File: config.mk
export PLATFORM = sky130hd
export DESIGN_NAME = fizzbuzz_multi
export DESIGN_NICKNAME = d
export VERILOG_FILES = /design/src/rtl/fizzbuzz_pkg.sv /design/src/rtl/mod_residue_ctr.sv /design/src/rtl/fizzbuzz_multi.sv
export SDC_FILE = /design/constraint.sdc
export NUM_CORES = 1
export LEC_CHECK = 0
export BUFFER_PORTS_ARGS = -buffer_cell sky130_fd_sc_hd__buf_2
export CORE_MARGIN = 5
export CORE_UTILIZATION = 50
export CTS_CLUSTER_DIAMETER = 100
export DETAILED_ROUTE_END_ITERATION = 6
export HOLD_SLACK_MARGIN = 0.02
export PLACE_DENSITY = 0.72
export SLEW_MARGIN = 20
export SYNTH_ARGS = -nofsm -noshare
export SYNTH_HDL_FRONTEND = slang
export SYNTH_SLANG_ARGS = --single-unit
File: constraint.sdc
create_clock -name clk -period 3.15 [get_ports clk]
set_input_delay 0.1575 -clock clk [delete_from_list [all_inputs] [get_ports clk]]
set_output_delay 0.1575 -clock clk [all_outputs]
set_load 0.1 [all_outputs]
File: src/rtl/fizzbuzz_pkg.sv
// Shared types and helpers for the multi-channel fizz/buzz tick generator.
package fizzbuzz_pkg;

  typedef enum logic [1:0] {
    IDLE = 2'd0,
    RUN  = 2'd1,
    DONE = 2'd2
  } state_t;

  // Widest packed divisor-init vector the helper accepts.
  localparam int unsigned InitVecW = 256;

  // Slice i of a packed divisor vector, channel 0 in the LSBs.
  function automatic int unsigned div_init(input logic [InitVecW-1:0] init,
                                           input int unsigned div_w,
                                           input int unsigned i);
    logic [InitVecW-1:0] sh;
    sh = init >> (i * div_w);
    return 32'(sh) & ((32'd1 << div_w) - 32'd1);
  endfunction

endpackage

File: src/rtl/mod_residue_ctr.sv
// Tracks count mod div by stepping a residue alongside the main counter.
module mod_residue_ctr #(
  parameter int unsigned DIV_W = 4
) (
  input  logic             clk,
  input  logic             resetn,
  input  logic             clr,
  input  logic             step,
  input  logic             wrap_clr,
  input  logic [DIV_W-1:0] div,
  output logic [DIV_W-1:0] residue,
  output logic             is_zero
);

  logic [DIV_W-1:0] residue_q, residue_d;

  always_comb begin
    residue_d = residue_q;
    if (clr) begin
      residue_d = '0;
    end else if (step) begin
      // Main counter wrapping forces realignment so residue == count mod div.
      if (residue_q == div - DIV_W'(1) || wrap_clr) begin
        residue_d = '0;
      end else begin
        residue_d = residue_q + DIV_W'(1);
      end
    end
  end

  always_ff @(posedge clk or negedge resetn) begin
    if (!resetn) begin
      residue_q <= '0;
    end else begin
      residue_q <= residue_d;
    end
  end

  assign residue = residue_q;
  assign is_zero = (residue_q == '0);

endmodule

File: src/rtl/fizzbuzz_multi.sv
// Cycle counter with N_DIV programmable divisibility channels and a start/stop controller.
module fizzbuzz_multi
  import fizzbuzz_pkg::*;
#(
  parameter int unsigned N_DIV      = 2,
  parameter int unsigned DIV_W      = 4,
  parameter int unsigned MAX_CYCLES = 100,
  parameter int unsigned CNT_W      = $clog2(MAX_CYCLES),
  parameter int unsigned IDX_W      = (N_DIV > 1) ? $clog2(N_DIV) : 1,
  parameter logic [N_DIV*DIV_W-1:0] DIV_INIT = {4'd5, 4'd3}
) (
  input  logic             clk,
  input  logic             resetn,
  input  logic             start,
  input  logic             stop,
  input  logic             oneshot,
  input  logic             en,
  input  logic             cfg_we,
  input  logic [IDX_W-1:0] cfg_idx,
  input  logic [DIV_W-1:0] cfg_div,
  output logic             cfg_err,
  output logic [CNT_W-1:0] count,
  output logic [N_DIV-1:0] hit,
  output logic             all_hit,
  output logic             wrap,
  output logic             busy,
  output logic             done
);

  state_t           state_q, state_d;
  logic [CNT_W-1:0] count_q, count_d;
  logic             mode_q, mode_d;
  logic             wrap_q, wrap_d;
  logic             cfg_err_q, cfg_err_d;

  logic             at_last;
  logic             step;
  logic             idx_ok;
  logic             cfg_ok;
  logic [N_DIV-1:0] div_nz;
  logic [N_DIV-1:0] is_zero;

  assign busy    = (state_q == RUN);
  assign done    = (state_q == DONE);
  assign at_last = (count_q == CNT_W'(MAX_CYCLES - 1));
  assign step    = busy & en & ~start & ~stop;
  assign idx_ok  = (32'(cfg_idx) < N_DIV);
  assign cfg_ok  = cfg_we & ~busy & idx_ok;

  always_comb begin
    state_d   = state_q;
    count_d   = count_q;
    mode_d    = mode_q;
    wrap_d    = 1'b0;
    cfg_err_d = cfg_we & (busy | ~idx_ok);
    if (start) begin
      state_d = RUN;
      count_d = '0;
      mode_d  = oneshot;
    end else if (stop) begin
      state_d = IDLE;
      count_d = '0;
    end else if (step) begin
      if (at_last) begin
        count_d = '0;
        if (mode_q) begin
          state_d = DONE;
        end else begin
          wrap_d = 1'b1;
        end
      end else begin
        count_d = count_q + CNT_W'(1);
      end
    end
  end

  always_ff @(posedge clk or negedge resetn) begin
    if (!resetn) begin
      state_q   <= IDLE;
      count_q   <= '0;
      mode_q    <= 1'b0;
      wrap_q    <= 1'b0;
      cfg_err_q <= 1'b0;
    end else begin
      state_q   <= state_d;
      count_q   <= count_d;
      mode_q    <= mode_d;
      wrap_q    <= wrap_d;
      cfg_err_q <= cfg_err_d;
    end
  end

  for (genvar i = 0; i < N_DIV; i++) begin : g_ch
    localparam logic [DIV_W-1:0] InitDiv =
        DIV_W'(div_init(InitVecW'(DIV_INIT), DIV_W, i));

    logic [DIV_W-1:0] div_q;
    logic [DIV_W-1:0] unused_residue;
    logic             wr_en;

    assign wr_en = cfg_ok & (cfg_idx == IDX_W'(i));

    always_ff @(posedge clk or negedge resetn) begin
      if (!resetn) begin
        div_q <= InitDiv;
      end else if (wr_en) begin
        div_q <= cfg_div;
      end
    end

    mod_residue_ctr #(
      .DIV_W(DIV_W)
    ) u_ctr (
      .clk     (clk),
      .resetn  (resetn),
      .clr     (start | stop | wr_en),
      .step    (step),
      .wrap_clr(at_last),
      .div     (div_q),
      .residue (unused_residue),
      .is_zero (is_zero[i])
    );

    assign div_nz[i] = (div_q != '0);
    assign hit[i]    = busy & div_nz[i] & is_zero[i];
  end

  // Disabled channels count as satisfied, but at least one must be enabled.
  assign all_hit = busy & (|div_nz) & (&(hit | ~div_nz));
  assign count   = count_q;
  assign wrap    = wrap_q;
  assign cfg_err = cfg_err_q;

endmodule

# --- After elaboration in Yosys (flattened, before gate mapping) ---
# Index checks and enable logic that the tools add are counted.
# W data, S select, Z words.
totals:
  regBits: 28
  latchBits: 0
  ram_bits: 0
  mem_bits_ro: 0
  output_inout_bits: 14
  elab_cells: 75
  n_memories: 0
classes:
  addsub: 5
  multipliers: 0
  n_div: 0
  n_lt_le_gt_ge: 0
  eq_ne: 5
  shifts: 0
  muxes: 20
  n_bitwise: 22
  reduce_logical: 14
ops:
  columns: ["op", "count"]
  rows:
  - ["$mux W7", 4]
  - ["$mux W4", 6]
  - ["$and A1 B1 Y1", 13]
  - ["$mux W2", 5]
  - ["$reduce_bool A3 Y1", 3]
  - ["$add A4 B1 Y4 const B", 2]
  - ["$eq A4 B4 Y1", 2]
  - ["$logic_not A4 Y1", 2]
  - ["$reduce_bool A4 Y1", 2]
  - ["$sub A4 B1 Y4 const B", 2]
  - ["$add A7 B1 Y7 const B", 1]
  - ["$eq A7 B7 Y1 const B", 1]
  - ["$mux W1", 5]
  - ["$not A1 Y1", 4]
  - ["$reduce_bool A2 Y1", 2]
  - ["$or A1 B1 Y1", 3]
  - ["$reduce_and A3 Y1", 1]
  - ["$eq A2 B1 Y1 const B", 1]
  - ["$eq A2 B2 Y1 const B", 1]
  - ["$logic_or A1 B1 Y1", 2]
  - ["$not A2 Y2", 1]
  - ["$or A2 B2 Y2", 1]
  - ["$reduce_and A2 Y1", 1]
  - ["$reduce_or A2 Y1", 1]

# --- Logic depth before layout (Yosys ltp) ---
# Gate-level depths: netlist of run 1.
depth:
  ltp_word: 7
  mapped_depth: 6
  depth_no_buf: 6

# --- Modules after synthesis ---
# Synthesis of run 1 repeated with hierarchy kept, for this count alone.
hier_totals:
  cells_unflattened: 165
  area_unflattened_um2: 1636.6
by_module_without_submodules:
  columns: ["module", "n_inst", "cells_each", "area_each_um2", "seq_area_each_um2"]
  rows:
  - ["fizzbuzz_multi", 1, 89, 953.4, 505.5]
  - ["mod_residue_ctr", 2, 38, 341.6, 100.1]

# --- Worst setup path before layout of run 1 ---
# Ideal clock, no wire load.
synth_path:
  kind: "register -> output"
  start: "reg g_ch[0].div_q[0]"
  end: "out hit[0]"
  arrival_time_ns: 3.139
  required_ns: 2.992
  setup_slack_ns: -0.147
  path_stages_with_launch: 5
  path_cell_list: "dfstp_2 > inv_1 > ha_1 > nor3b_1 > nor3b_1"
synth_between:
  elab_chain_cells: 3
synth_lines:
  columns: ["element", "line_no", "text"]
  rows:
  - ["start: declaration", "fizzbuzz_multi.sv:97", "logic [DIV_W-1:0] div_q;"]
  - ["start signal: assignment", "fizzbuzz_multi.sv:105", "div_q <= InitDiv;"]
  - ["start signal: assignment", "fizzbuzz_multi.sv:107", "div_q <= cfg_div;"]
  - ["$reduce_bool A4 Y1", "fizzbuzz_multi.sv:124", "assign div_nz[i] = (div_q != '0);"]
  - ["$and A1 B1 Y1 (2 in a row)", "fizzbuzz_multi.sv:125", "assign hit[i] = busy & div_nz[i] & is_zero[i];"]
  - ["end: declaration", "fizzbuzz_multi.sv:23", "output logic [N_DIV-1:0] hit,"]
# No other way between the ends.

# --- Final worst setup path of run 1 ---
layout_path:
  start: "reg g_ch[0].div_q[0]"
  end: "out all_hit"
layout_between:
  elab_chain_cells: 6
  elab_cells_between_ends: 9
  classes_between: "bitwise (6); reduce/logical (3)"
layout_lines:
  columns: ["element", "line_no", "text"]
  rows:
  - ["$reduce_bool A4 Y1 (*)", "fizzbuzz_multi.sv:124", null]
  - ["$and A1 B1 Y1 (2 in a row)", "fizzbuzz_multi.sv:125", null]
  - ["$or A2 B2 Y2", "fizzbuzz_multi.sv:129", "assign all_hit = busy & (|div_nz) & (&(hit | ~div_nz));"]
  - ["$reduce_and A2 Y1", "fizzbuzz_multi.sv:129", null]
  - ["$and A1 B1 Y1 (*)", "fizzbuzz_multi.sv:129", null]
  - ["end: declaration", "fizzbuzz_multi.sv:24", "output logic all_hit,"]
# Every way passes the cells marked *; elsewhere a longest branch is shown, timed or not.

==> results of run 1 <==
## flip-flops by register name, summed over array words and instances, names as in the netlist
| signal | flops |
|---|---|
| g_ch.div_q | 8 |
| g_ch.u_ctr.residue | 8 |
| count | 7 |
| state_q | 2 |
| cfg_err | 1 |
| mode_q | 1 |
| wrap | 1 |
## stage by stage
stage | setup slack, ns | hold WS, ns
6_report | 0.886 | 0.0406
5_1_grt | 0.754 | 0.0361
4_1_cts | 0.829 | 0.0287
3_5_place_dp | 1.12 | 0.213
3_3_place_gp | 1.25 | 0.208
2_1_floorplan | 0.552 | -0.138
## worst max path at each step
stage	slack, ns	start	end
2_1_floorplan	0.55	state_q[1]	hit[1]
3_3_place_gp	1.25	g_ch[0].div_q[0]	g_ch[0].u_ctr.residue[2]
3_5_place_dp	1.12	g_ch[0].div_q[0]	g_ch[0].u_ctr.residue[2]
4_1_cts	0.83	g_ch[0].div_q[0]	all_hit
5_1_grt	0.75	g_ch[1].div_q[1]	all_hit
6_report	0.89	g_ch[0].div_q[0]	all_hit
## layout by cell type, fill, tap and decap left out
master                          count
sky130_fd_sc_hd__or2_2              1
sky130_fd_sc_hd__nand3_1            4
sky130_fd_sc_hd__ha_1               7
sky130_fd_sc_hd__o41ai_4            1
sky130_fd_sc_hd__a21oi_1            5
sky130_fd_sc_hd__xor3_1             2
sky130_fd_sc_hd__clkbuf_4           3
sky130_fd_sc_hd__nand2b_1           1
sky130_fd_sc_hd__or3_1              1
sky130_fd_sc_hd__a21o_1             1
sky130_fd_sc_hd__xor2_1             6
sky130_fd_sc_hd__clkbuf_8           1
sky130_fd_sc_hd__a2111oi_0          2
sky130_fd_sc_hd__nor4_1             1
sky130_fd_sc_hd__o21ai_0            7
sky130_fd_sc_hd__nor2_1             9
sky130_fd_sc_hd__inv_2              1
sky130_fd_sc_hd__nor2b_1            3
sky130_fd_sc_hd__mux2_2             9
sky130_fd_sc_hd__nand2_1            7
sky130_fd_sc_hd__a221o_1            2
sky130_fd_sc_hd__nor3_1             5
sky130_fd_sc_hd__a22o_1             4
sky130_fd_sc_hd__and3b_1            1
sky130_fd_sc_hd__and2_1             2
sky130_fd_sc_hd__nor3_2             1
sky130_fd_sc_hd__and3_1             1
sky130_fd_sc_hd__o2111ai_1          4
sky130_fd_sc_hd__buf_2             25
sky130_fd_sc_hd__o211ai_4           1
sky130_fd_sc_hd__xnor2_1            8
sky130_fd_sc_hd__dfstp_2            4
sky130_fd_sc_hd__dlygate4sd3_1      1
sky130_fd_sc_hd__nor3b_2            2
sky130_fd_sc_hd__nor3b_1            3
sky130_fd_sc_hd__o21ai_2            1
sky130_fd_sc_hd__inv_1             12
sky130_fd_sc_hd__dfrtp_1           24
sky130_fd_sc_hd__or4b_4             1
## power groups by stage
stage	clock network, mW	logic, mW	registers (mW)
floorplan	0	0.234	0.447
global placement	0	0.295	0.440
detailed placement	0	0.304	0.444
CTS	0.184	0.306	0.437
global route	0.198	0.325	0.443
finish	0.173	0.302	0.436
## metal layers
| metal | track usage | wire (µm) | vias to the layer above |
|---|---|---|---|
| met3 | 0.0272 | 131 | 2 |
| met2 | 0.294 | 1640 | 21 |
| met1 | 0.187 | 1400 | 569 |
| met4 | 0.0457 | 15 | 0 |
| met5 | 0 | 0 | - |
| li1 | - | - | 577 |
## cell families after synthesis
logic type	share of synthesized area
adders and majority gates	0.0550
and+or+nand+nor	0.149
buffers and inverters	0.0354
AOI/OAI and AO/OA	0.146
xor gates and xnor gates	0.107
DFF	0.443
muxes	0.0637
## Yosys cell counts, types with 2 or more instances
cell type,number
sky130_fd_sc_hd__inv_1,12
sky130_fd_sc_hd__a221o_1,2
sky130_fd_sc_hd__a21oi_1,5
sky130_fd_sc_hd__nor3_1,6
sky130_fd_sc_hd__xnor2_1,8
sky130_fd_sc_hd__ha_1,7
sky130_fd_sc_hd__o2111ai_1,4
sky130_fd_sc_hd__nor3b_1,4
sky130_fd_sc_hd__a22o_1,4
sky130_fd_sc_hd__dfstp_2,4
sky130_fd_sc_hd__dfrtp_1,24
sky130_fd_sc_hd__mux2_2,9
sky130_fd_sc_hd__nand3_1,4
sky130_fd_sc_hd__o21ai_0,7
sky130_fd_sc_hd__a2111oi_0,2
sky130_fd_sc_hd__xor2_1,6
sky130_fd_sc_hd__nor2_1,9
sky130_fd_sc_hd__nor2b_1,3
sky130_fd_sc_hd__xor3_1,2
sky130_fd_sc_hd__nand2_1,7
sky130_fd_sc_hd__clkbuf_1,2
sky130_fd_sc_hd__and2_1,2
## worst reg2reg max path: cells and delay by family (launching register included)
family          cells  cell delay [ns]
flops               1             0.58
compound gates      2             0.51
xor+xnor            1             0.36
fa+ha+maj           1             0.23
simple gates        1             0.21
buf+inv             1             0.06
## final cells by class
class / instances / area share
timing repair buffer: 26 / 0.0742
clock buffer: 4 / 0.0199
inverter: 13 / 0.0268
sequential: 28 / 0.388
tap: 44 / 0.0302
multi-input combinational: 103 / 0.461
## timing repair
| action | 4_1_cts | 5_1_grt |
|---|---|---|
| gates resized for setup | 0 | 0 |
| hold buffers | 1 | 0 |
| endpoints found under the hold margin | 24 | 0 |
| setup endpoints to repair | 0 | 0 |
==> key figures, run 1 <==
Timing
  – Unrepaired setup endpoints after global routing: false
  – Final period util: 0.719
  – Worst-case headroom to the max-slew limit: 0.590
  – Sum Neg Setup Slack: 0 ns
  – Number of pins exceeding their max-slew limit in the final report: 0
  – Count of final setup violators: 0
  – Fmax: 0.442 GHz
  – Final hold violations: 0
  – Worst slew pin tran: 0.615 ns
  – Crit path time final: 2.26 ns
  – Fin Clk Skew: 0.00797 ns

Clock tree
  – Post-CTS Setup Repair Bufs: 0
  – Clock buffer count from CTS: 3
  – CTS max path bufs: 2
  – CTS Sinks: 28
  – CTS tree: built
  – CTS H-tree lvls: 1
  – Clock Tree Root: sky130_fd_sc_hd__clkbuf_4
  – Worst skew pair latency: about 0.32 ns
  – Clk pin slew, worst setup/hold paths: roughly 0.15 ns

Die
  – Die Y: approximately 66 µm
  – # rows: 20
  – Initial core utilization: 0.521
  – Horizontal die dimension: about 66 µm
  – I/O pins: 26
  – Std-Cell Core Area: just over 0.003 mm²
  – Area enclosed by the die boundary: between 0.004 and 0.005 mm²

Hold path
  – Beginning of the worst hold path: start
  – Classification of the worst-slack hold path: input pin to register
  – Hold Path End: state_q[0]
  – Hold-critical path depth: 2

Drt
  – Total routed wirelength: ~3200 µm
  – Detailed-route wire length per cell: about 15 µm
  – Remaining antenna violation count after routing: 0
  – Number of remaining DRC errors: 0
  – Via count: 1,169
  – Average via count per standard cell: 5.36
  – Number of detailed-route iterations in the first pass: 4
  – DRT iter0 DRCs: 32

Power and ir drop
  – Switching Share: 0.355
  – Sequential cell fraction of total power: 0.479
  – Share of total power in combinational logic: 0.331
  – Clk network pwr share: 0.190
  – IR drop worst, VDD: ~0.00022 V
  – PnR Total Power: slightly above 0.9 mW
  – Switching Power: 0.324 mW
  – Internal power: roughly 0.6 mW
  – Power density of the placed cells: around 500 mW/mm²
  – Leakage power summed over all cells: 0.842 nW

Yosys
  – Post-synthesis cell type with the largest combined area: sky130_fd_sc_hd__dfrtp_1
  – Sequential element share of the synthesized area: 0.443
  – Net count after synthesis: between 150 and 200
  – Post-synthesis instance area: 0.00159 mm²
  – Main flop type after synthesis: sky130_fd_sc_hd__dfrtp_1
  – Yosys synthesis warning count: 0
  – Post-synth top area share: 0.377
  – Syn Inst Count: roughly 150
  – Synth async-reset ratio: 1.00
  – Count of flip-flops with a built-in enable after synthesis: 0
  – Top cells by area in the synthesized netlist: sky130_fd_sc_hd__dfrtp_1 (38%), sky130_fd_sc_hd__dfstp_2 (6.6%), sky130_fd_sc_hd__mux2_2 (6.4%), sky130_fd_sc_hd__ha_1 (5.5%), sky130_fd_sc_hd__xnor2_1 (4.4%)
  – Mean cell area of the mapped netlist: ~11 µm²
  – Distinct cell type count after synthesis: 35
  – Number of storage elements in the synthesis netlist: 28

Global routing
  – Remaining Overflow, GRT: 0
  – GRT Util Overall: 0.160
  – First-pass GRT wire length: about 5400 µm
  – Maximum number of pins on one net before global-route repair: 29
  – Antenna violations before repair: 0
  – Number of global-route vias before repair: approximately 1.2k

Critical path
  – Critical Path RT: ~3.0 ns
  – Capture point of the worst reg-to-reg path: g_ch[0].u_ctr.residue[2]
  – Kind of cell with the highest combined delay on the critical path: buffers and inverters
  – Standard cell with the maximum stage delay on the critical path: sky130_fd_sc_hd__buf_2
  – Cell depth of the worst flop-to-flop path: 6
  – Launching element type of the critical path: register
  – Worst path buffer plus inverter count: 2
  – Start-to-end type of the worst setup path: register to primary output
  – Max stage delay on crit path: 0.45 ns
  – Largest driver fanout on the critical path: 3
  – FF-to-FF Start: g_ch[0].div_q[0]
  – Count of cell instances traversed by the critical path: 6
  – Critical path cell sequence: inv_1, ha_1, nor3b_1, o21ai_0, nor3_2, buf_2
  – Endpoint class of the critical path: primary output
  – Arr. time, crit path: ~2.1 ns
  – Register-to-register setup slack: between 1 and 1.5 ns

Job
  – Number of max-cap violations: 0

Run status
  – Status: finished, final reports clean

Finish
  – Ratio of cells with drive above 1 in the final layout: 0.293
  – Area growth syn-to-layout: 14.4%
  – Area of the multi-input gates: 840 µm²
  – Layout Utilization: 0.596
  – FF+latch area: 706 µm²
  – Antenna Diode Count: 0
  – Net total in the final layout: 194
  – Fillers: roughly 270
  – Filler-free cell count of the finished design: 218
  – Final design area excluding fillers: 0.00182 mm²

Placed design
  – Number of port buffers: 25
  – Number of instances in the placed design: around 210
  – Post-place instance area: around 0.0018 mm²
  – Last weighted congestion value of the routability-driven placer: ~0.8
  – Hpwl dp: about 2500 µm
Power figures use the tool's default switching activity.
==> run 2, diff against run 1 <==
PLACE_DENSITY = 0.75   (was 0.72)
clock period = 1.9 ns   (was 3.15 ns; I/O delays follow)
==> run 2 against run 1 <==
Compared with the run above:
- the flow now finishes with violations (negative setup slack)
- cell count is 8.7% higher
- die area unchanged
- sequential power rose by 68%
- critical path type unchanged
==> key figures, run 2 (same netlist as run 1, synthesis figures left out) <==
Run status
  – Status: finished with violations
  – Violated checks: negative setup slack

Timing
  – Sum Neg Setup Slack: -0.0753 ns (-0.0753 ns)
  – Crit path time final: between 1.5 and 2 ns
  – Unrepaired setup endpoints after global routing: true
  – Final Hold Slack: 0.105 ns (+0.0647 ns)
  – Fmax: 0.518 GHz
  – Count of final setup violators: 3 (+3)
  – Fin Clk Skew: 0.0107 ns (+0.00273 ns)
  – Worst-case headroom to the max-slew limit: 0.574 (-0.0163)
  – Fin worst setup slack: -0.0300 ns (-0.916 ns)
  – Number of pins exceeding their max-slew limit in the final report: 0 (unchanged)
  – Worst slew pin tran: 0.640 ns (+0.0245 ns)
  – Final hold violations: 0 (unchanged)
  – Final period util: 1.02

Global routing
  – Global-route met2 utilization: 0.340 (+0.0458)
  – Number of global-route vias before repair: 1,340 (+11%)
  – Antenna violations before repair: 0 (unchanged)
  – Met1 GRT Util: 0.219 (+0.0315)
  – Remaining Overflow, GRT: 0 (unchanged)
  – GRT Util Overall: 0.183 (+0.0230)
  – First-pass GRT wire length: 6220 µm (+15%)
  – M3 GR Usage: 0.0289 (+0.00170)
  – Maximum number of pins on one net before global-route repair: 29 (unchanged)
  – Most used routing layer in global routing: met2

Clock tree
  – CTS max path bufs: 2 (unchanged)
  – Worst skew pair latency: 0.34 ns (+0.02 ns)
  – Clock buffer count from CTS: 3 (unchanged)
  – Clk pin slew, worst setup/hold paths: 0.16 ns (about the same)
  – CTS Sinks: 28 (unchanged)
  – CTS H-tree lvls: 1 (unchanged)
  – CTS tree: built
  – Clock Tree Root: sky130_fd_sc_hd__clkbuf_4

Critical path
  – Start-to-end type of the worst setup path: register to primary output
  – Largest driver fanout on the critical path: 3 (unchanged)
  – Critical path cell sequence: inv_2, ha_4, nor3b_4, buf_4, nor3b_4, buf_12
  – Cell mode on critical path: sky130_fd_sc_hd__nor3b_4
  – Critical Path RT: 1.80 ns (-1.19 ns)
  – Standard cell with the maximum stage delay on the critical path: sky130_fd_sc_hd__dfstp_2
  – Launching element type of the critical path: register
  – Endpoint class of the critical path: primary output
  – FF-to-FF Start: g_ch[1].div_q[0]
  – Max stage delay on crit path: 0.57 ns (+0.12 ns)
  – Worst setup path startpoint: g_ch[0].div_q[1]
  – Arr. time, crit path: 1.83 ns (-0.28 ns)

Power and ir drop
  – IR drop worst, VDD: 0.000504 V (+130%)
  – Power density of the placed cells: 849 mW/mm² (+70%)
  – PnR Total Power: 1.83 mW (+100%)
  – Leakage power summed over all cells: 0.961 nW (+14%)

Drt
  – Remaining antenna violation count after routing: 0 (unchanged)
  – DRT iter0 DRCs: 41 (+28%)
  – Number of detailed-route iterations in the first pass: 4 (unchanged)
  – Via count: 1,256 (+7.4%)
  – Average via count per standard cell: 5.30 (-1.2%)
  – Detailed-route wire length per cell: 15.3 µm (+4.8%)
  – Number of remaining DRC errors: 0 (unchanged)
  – Total routed wirelength: 3620 µm (+14%)

Finish
  – Antenna Diode Count: 0 (unchanged)
  – Final design area excluding fillers: 0.00216 mm² (+18%)
  – Ratio of cells with drive above 1 in the final layout: 0.440 (+0.147)
  – Commonest non-fill, non-tap cells in the layout: sky130_fd_sc_hd__buf_2 (22), sky130_fd_sc_hd__dfrtp_1 (17), sky130_fd_sc_hd__buf_4 (12)
  – Filler-free cell count of the finished design: 237 (+8.7%)
  – Area growth syn-to-layout: 35.5%
  – Layout Utilization: 0.706 (+0.110)
  – Most common cell after layout, fill and taps aside: sky130_fd_sc_hd__buf_2
  – Net total in the final layout: 213 (+9.8%)

Die
  – # rows: 20 (unchanged)
  – Horizontal die dimension: 66.4 µm (unchanged)
  – Die Y: 66.4 µm (unchanged)
  – Area enclosed by the die boundary: 0.00441 mm² (unchanged)
  – Initial core utilization: 0.521 (unchanged)
  – Std-Cell Core Area: 0.00305 mm² (unchanged)
  – I/O pins: 26 (unchanged)

Hold path
  – Classification of the worst-slack hold path: input pin to register
  – Beginning of the worst hold path: stop

Job
  – Number of max-cap violations: 0 (unchanged)

Placed design
  – Number of port buffers: 25 (unchanged)
  – Number of instances in the placed design: 220 (+3.3%)
  – Placement Setup Slack: 0.0162 ns (-1.10 ns)
  – Hpwl dp: 2610 µm (+4.9%)
  – Post-place instance area: 0.00195 mm² (+9.7%)
  – Last weighted congestion value of the routability-driven placer: 0.833 (+3.7%)
-- run 2: changes by cell type in the layout (fill, tap and decap cells not counted), moves of 3 or more --
cell,change
sky130_fd_sc_hd__nor3b_4,+3
sky130_fd_sc_hd__dfrtp_2,+6
sky130_fd_sc_hd__buf_12,+3
sky130_fd_sc_hd__dfrtp_1,-7
sky130_fd_sc_hd__dlygate4sd3_1,+7
sky130_fd_sc_hd__inv_1,-3
sky130_fd_sc_hd__buf_4,+12
sky130_fd_sc_hd__buf_2,-3
sky130_fd_sc_hd__nor3b_1,-3
-- run 2: what timing repair did --
| item | in CTS | in global routing |
|---|---|---|
| hold buffers | 8 | 0 |
| cloned | 0 | 0 |
| endpoints found under the setup margin | 3 | 8 |
| buffers inserted | 2 | 3 |
| pin swaps | 4 | 6 |
| hold endpoints to repair | 35 | 0 |
| gates resized for setup | 6 | 4 |
-- run 2: final cells by class --
cell class              count  area [µm²]
multi-input cells         103         940
fillers                   231         897
flip-flops and latches     28         717
repair buffers             45         340
well taps                  44        55.1
inverters                  13        51.3
clock inverters             1        30.0
clock buffers               3        22.5
-- run 2: routing by layer --
| layer | share of wire | vias up |
|---|---|---|
| met5 | 0 | - |
| met4 | 0.0091 | 0 |
| met3 | 0.036 | 8 |
| met2 | 0.52 | 38 |
| met1 | 0.43 | 599 |
| li1 | - | 611 |
-- run 2: final timing paths --
| check | slack [ns] | cells after the start | end |
|---|---|---|---|
| setup / recovery | -0.03 | 6 | hit[0] |
| hold / removal | 0.11 | 3 | state_q[0] |
| setup reg to reg | -0.03 | 6 | g_ch[1].u_ctr.residue[2] |
| hold reg to reg | 0.54 | 1 | wrap |
| max in group asynchronous | 1.13 | 2 | count[2] |
| min in group asynchronous | 0.29 | 2 | g_ch[1].div_q[1] |
-- run 2: critical path, delay by kind of cell, from the launching register on --
family                     cells  cell delay [ns]
buffers and inverters          3             0.40
adders and majority gates      1             0.15
DFF                            1             0.57
and+or+nand+nor                2             0.37
-- run 2: power breakdown --
group          internal (mW)  leakage [nW]  switching (mW)
logic                  0.323         0.584           0.380
clock network          0.213        0.0279           0.183
registers              0.666         0.349          0.0655
total                   1.20         0.961           0.628
==> run 3, diff against run 2 <==
CTS_BUF_LIST = sky130_fd_sc_hd__clkbuf_8 sky130_fd_sc_hd__clkbuf_16   (was not set)
GPL_ROUTABILITY_DRIVEN = 0   (was not set)
SYNTH_HIERARCHICAL = 1   (was not set)
==> run 3 against run 2 <==
Compared with the run above:
- first-iteration DRC count up 59%
- register-to-register slack better by 0.16 ns
- core utilization down 7.3 points
- via count up 0.56%
- critical path depth down 2
- die area up 2.4%
- routed wire length down 6.9%
- the run still ends with negative setup slack left
- count of clock-buffer cells in the layout unchanged
- total power down 20%
- synthesized cell count up 13%
- clock power down 20%
- global-route usage down 1.3 points
==> key figures, run 3 <==
Run status
  – Status: finished with violations
  – Violated checks: negative setup slack

Hold path
  – Classification of the worst-slack hold path: input pin to register

Timing
  – Worst-case headroom to the max-slew limit: 0.593 (+0.0194)
  – Worst slew pin tran: 0.611 ns (-0.0291 ns)
  – Crit path time final: 1.92 ns (-0.00942 ns)
  – Unrepaired setup endpoints after global routing: true
  – Number of pins exceeding their max-slew limit in the final report: 0 (unchanged)
  – Final hold violations: 0 (unchanged)
  – Fin Clk Skew: 0.00389 ns (-0.00681 ns)
  – Final Hold Slack: 0.0524 ns (-0.0529 ns)
  – Final period util: 1.01 (-0.00496)
  – Fin worst setup slack: -0.0206 ns (+0.00942 ns)
  – Count of final setup violators: 1 (-2)
  – Fmax: 0.521 GHz (+0.49%)

Finish
  – Area growth syn-to-layout: 20.0%
  – Ratio of cells with drive above 1 in the final layout: 0.340 (-0.100)
  – Most common cell after layout, fill and taps aside: sky130_fd_sc_hd__buf_2
  – Commonest non-fill, non-tap cells in the layout: sky130_fd_sc_hd__buf_2 (22), sky130_fd_sc_hd__nand2_1 (18), sky130_fd_sc_hd__dfrtp_1 (17)
  – Final design area excluding fillers: 0.00196 mm² (-8.9%)
  – Layout Utilization: 0.633 (-0.0731)
  – Net total in the final layout: 217 (+1.9%)
  – Filler-free cell count of the finished design: 241 (+1.7%)
  – Antenna Diode Count: 0 (unchanged)
  – Fillers: 272 (+18%)

Yosys
  – Distinct cell type count after synthesis: 37 (+5.7%)
  – Top cells by area in the synthesized netlist: sky130_fd_sc_hd__dfrtp_1 (37%), sky130_fd_sc_hd__dfstp_2 (6.4%), sky130_fd_sc_hd__mux2_2 (6.2%), sky130_fd_sc_hd__ha_1 (5.4%), sky130_fd_sc_hd__nand2_1 (4.1%)
  – Post-synthesis instance area: 0.00164 mm² (+2.8%)
  – Number of storage elements in the synthesis netlist: 28 (unchanged)
  – Mean cell area of the mapped netlist: 9.92 µm² (-9.0%)
  – Syn Inst Count: 165 (+13%)
  – Count of flip-flops with a built-in enable after synthesis: 0 (unchanged)
  – Net count after synthesis: 184 (+12%)
  – Synth top cells by count: sky130_fd_sc_hd__dfrtp_1 (24), sky130_fd_sc_hd__nand2_1 (18), sky130_fd_sc_hd__inv_1 (16)
  – Cell with the most instances after synthesis: sky130_fd_sc_hd__dfrtp_1
  – Synth async-reset ratio: 1.00 (unchanged)
  – Sequential element share of the synthesized area: 0.431 (-0.0122)
  – Post-synth top area share: 0.367 (-0.0104)
  – Main flop type after synthesis: sky130_fd_sc_hd__dfrtp_1
  – Yosys synthesis warning count: 6 (+6)
  – Post-synthesis cell type with the largest combined area: sky130_fd_sc_hd__dfrtp_1

Die
  – Die Y: 67.2 µm (+1.2%)
  – Area enclosed by the die boundary: 0.00452 mm² (+2.4%)
  – I/O pins: 26 (unchanged)
  – Horizontal die dimension: 67.2 µm (+1.2%)
  – # rows: 20 (unchanged)
  – Initial core utilization: 0.527 (+0.00611)
  – Std-Cell Core Area: 0.00310 mm² (+1.6%)

Power and ir drop
  – Power density of the placed cells: 750 mW/mm² (-12%)
  – Leakage power summed over all cells: 0.905 nW (-5.9%)
  – PnR Total Power: 1.47 mW (-20%)
  – IR drop worst, VDD: 0.000395 V (-22%)

Critical path
  – Endpoint class of the critical path: primary output
  – Largest driver fanout on the critical path: 4 (+1)
  – Arr. time, crit path: 1.83 ns (about the same)
  – Critical Path RT: 1.80 ns (about the same)
  – Launching element type of the critical path: register
  – Start-to-end type of the worst setup path: register to primary output

Placed design
  – Hpwl dp: 2620 µm (+0.46%)
  – Number of instances in the placed design: 236 (+7.3%)
  – Post-place instance area: 0.00189 mm² (-3.1%)
  – Number of port buffers: 25 (unchanged)

Drt
  – Total routed wirelength: 3370 µm (-6.9%)
  – Number of remaining DRC errors: 0 (unchanged)
  – Remaining antenna violation count after routing: 0 (unchanged)
  – Number of detailed-route iterations in the first pass: 4 (unchanged)
  – Average via count per standard cell: 5.24 (-1.1%)
  – Detailed-route wire length per cell: 14.0 µm (-8.4%)
  – DRT iter0 DRCs: 65 (+59%)
  – Via count: 1,263 (+0.56%)

Global routing
  – Remaining Overflow, GRT: 0 (unchanged)
  – Number of global-route vias before repair: 1,252 (-6.6%)
  – Maximum number of pins on one net before global-route repair: 29 (unchanged)
  – Antenna violations before repair: 0 (unchanged)
  – GRT Util Overall: 0.170 (-0.0131)
  – First-pass GRT wire length: 5780 µm (-7.1%)

Clock tree
  – Clock buffer count from CTS: 3 (unchanged)
  – CTS max path bufs: 2 (unchanged)
  – Worst skew pair latency: 0.27 ns (-0.07 ns)
  – Clock Tree Root: sky130_fd_sc_hd__clkbuf_8
  – CTS tree: built
  – Clk pin slew, worst setup/hold paths: 0.09 ns (-0.07 ns)
  – Post-CTS Setup Repair Bufs: 0 (-2)
  – CTS H-tree lvls: 1 (unchanged)
  – CTS Sinks: 28 (unchanged)

Job
  – Number of max-cap violations: 0 (unchanged)
-- run 3: cells by family after synthesis --
kind of cell | Yosys count | share of synthesized area
buffers and inverters | 17 | 0.0436
and+or+nand+nor | 70 | 0.235
muxes | 10 | 0.0680
xor gates and xnor gates | 12 | 0.0810
DFF | 28 | 0.431
AOI/OAI and AO/OA | 21 | 0.0879
adders and majority gates | 7 | 0.0535
-- run 3: through the flow --
| step | setup slack (ns) | TNS, ns |
|---|---|---|
| detailed placement | 0.128 | 0 |
| CTS | -0.0342 | -0.0342 |
| global placement | 0.190 | 0 |
| finish | -0.0206 | -0.0206 |
| global route | -0.0840 | -0.0840 |
| floorplan | -0.119 | -0.119 |
-- run 3: cell type report --
| type | count | area (µm²) | area share |
|---|---|---|---|
| Multi-Input combinational cell | 120 | 896 | 0.456 |
| Sequential cell | 28 | 714 | 0.364 |
| Timing Repair Buffer | 29 | 190 | 0.0968 |
| Inverter | 16 | 63.8 | 0.0325 |
| Tap cell | 44 | 55.1 | 0.0280 |
| Clock buffer | 3 | 41.3 | 0.0210 |
| Clock inverter | 1 | 3.75 | 0.00191 |
-- run 3: path summary, 6_finish.rpt --
check / start / end / slack, ns / cells past startpoint
max: g_ch[0].div_q[2] / all_hit / -0.02 / 4
min: oneshot / mode_q / 0.05 / 2
max reg2reg: g_ch[1].div_q[0] / g_ch[1].u_ctr/residue[3] / 0.13 / 6
min reg2reg: mode_q / wrap / 0.50 / 1
max in group asynchronous: resetn / count[2] / 1.10 / 2
min in group asynchronous: resetn / cfg_err / 0.36 / 2
-- run 3: critical path: stages (launching register included) --
cell	delay (ns)
sky130_fd_sc_hd__dfrtp_1	0.43
sky130_fd_sc_hd__or4_4	0.54
sky130_fd_sc_hd__mux2i_1	0.17
sky130_fd_sc_hd__a211oi_4	0.21
sky130_fd_sc_hd__buf_12	0.21
-- run 3: power by group --
group	switching (mW)	total [mW]	internal, mW
sequential	0.0550	0.712	0.657
combinational	0.248	0.444	0.196
clock	0.173	0.317	0.145
total	0.475	1.47	0.998
-- run 3: what timing repair did --
| action | CTS | global route |
|---|---|---|
| pin swaps | 0 | 0 |
| hold buffers | 1 | 0 |
| resized for setup | 3 | 4 |
| endpoints found under the setup margin | 2 | 6 |
| endpoints found under the hold margin | 24 | 0 |
-- run 3: routing by layer --
metal | track usage | wire [µm] | vias to the layer above
met3 | 0.0250 | 105 | 4
met1 | 0.211 | 1570 | 594
li1 | - | - | 642
met2 | 0.288 | 1650 | 23
met5 | 0 | 0 | -
met4 | 0.0785 | 47 | 0
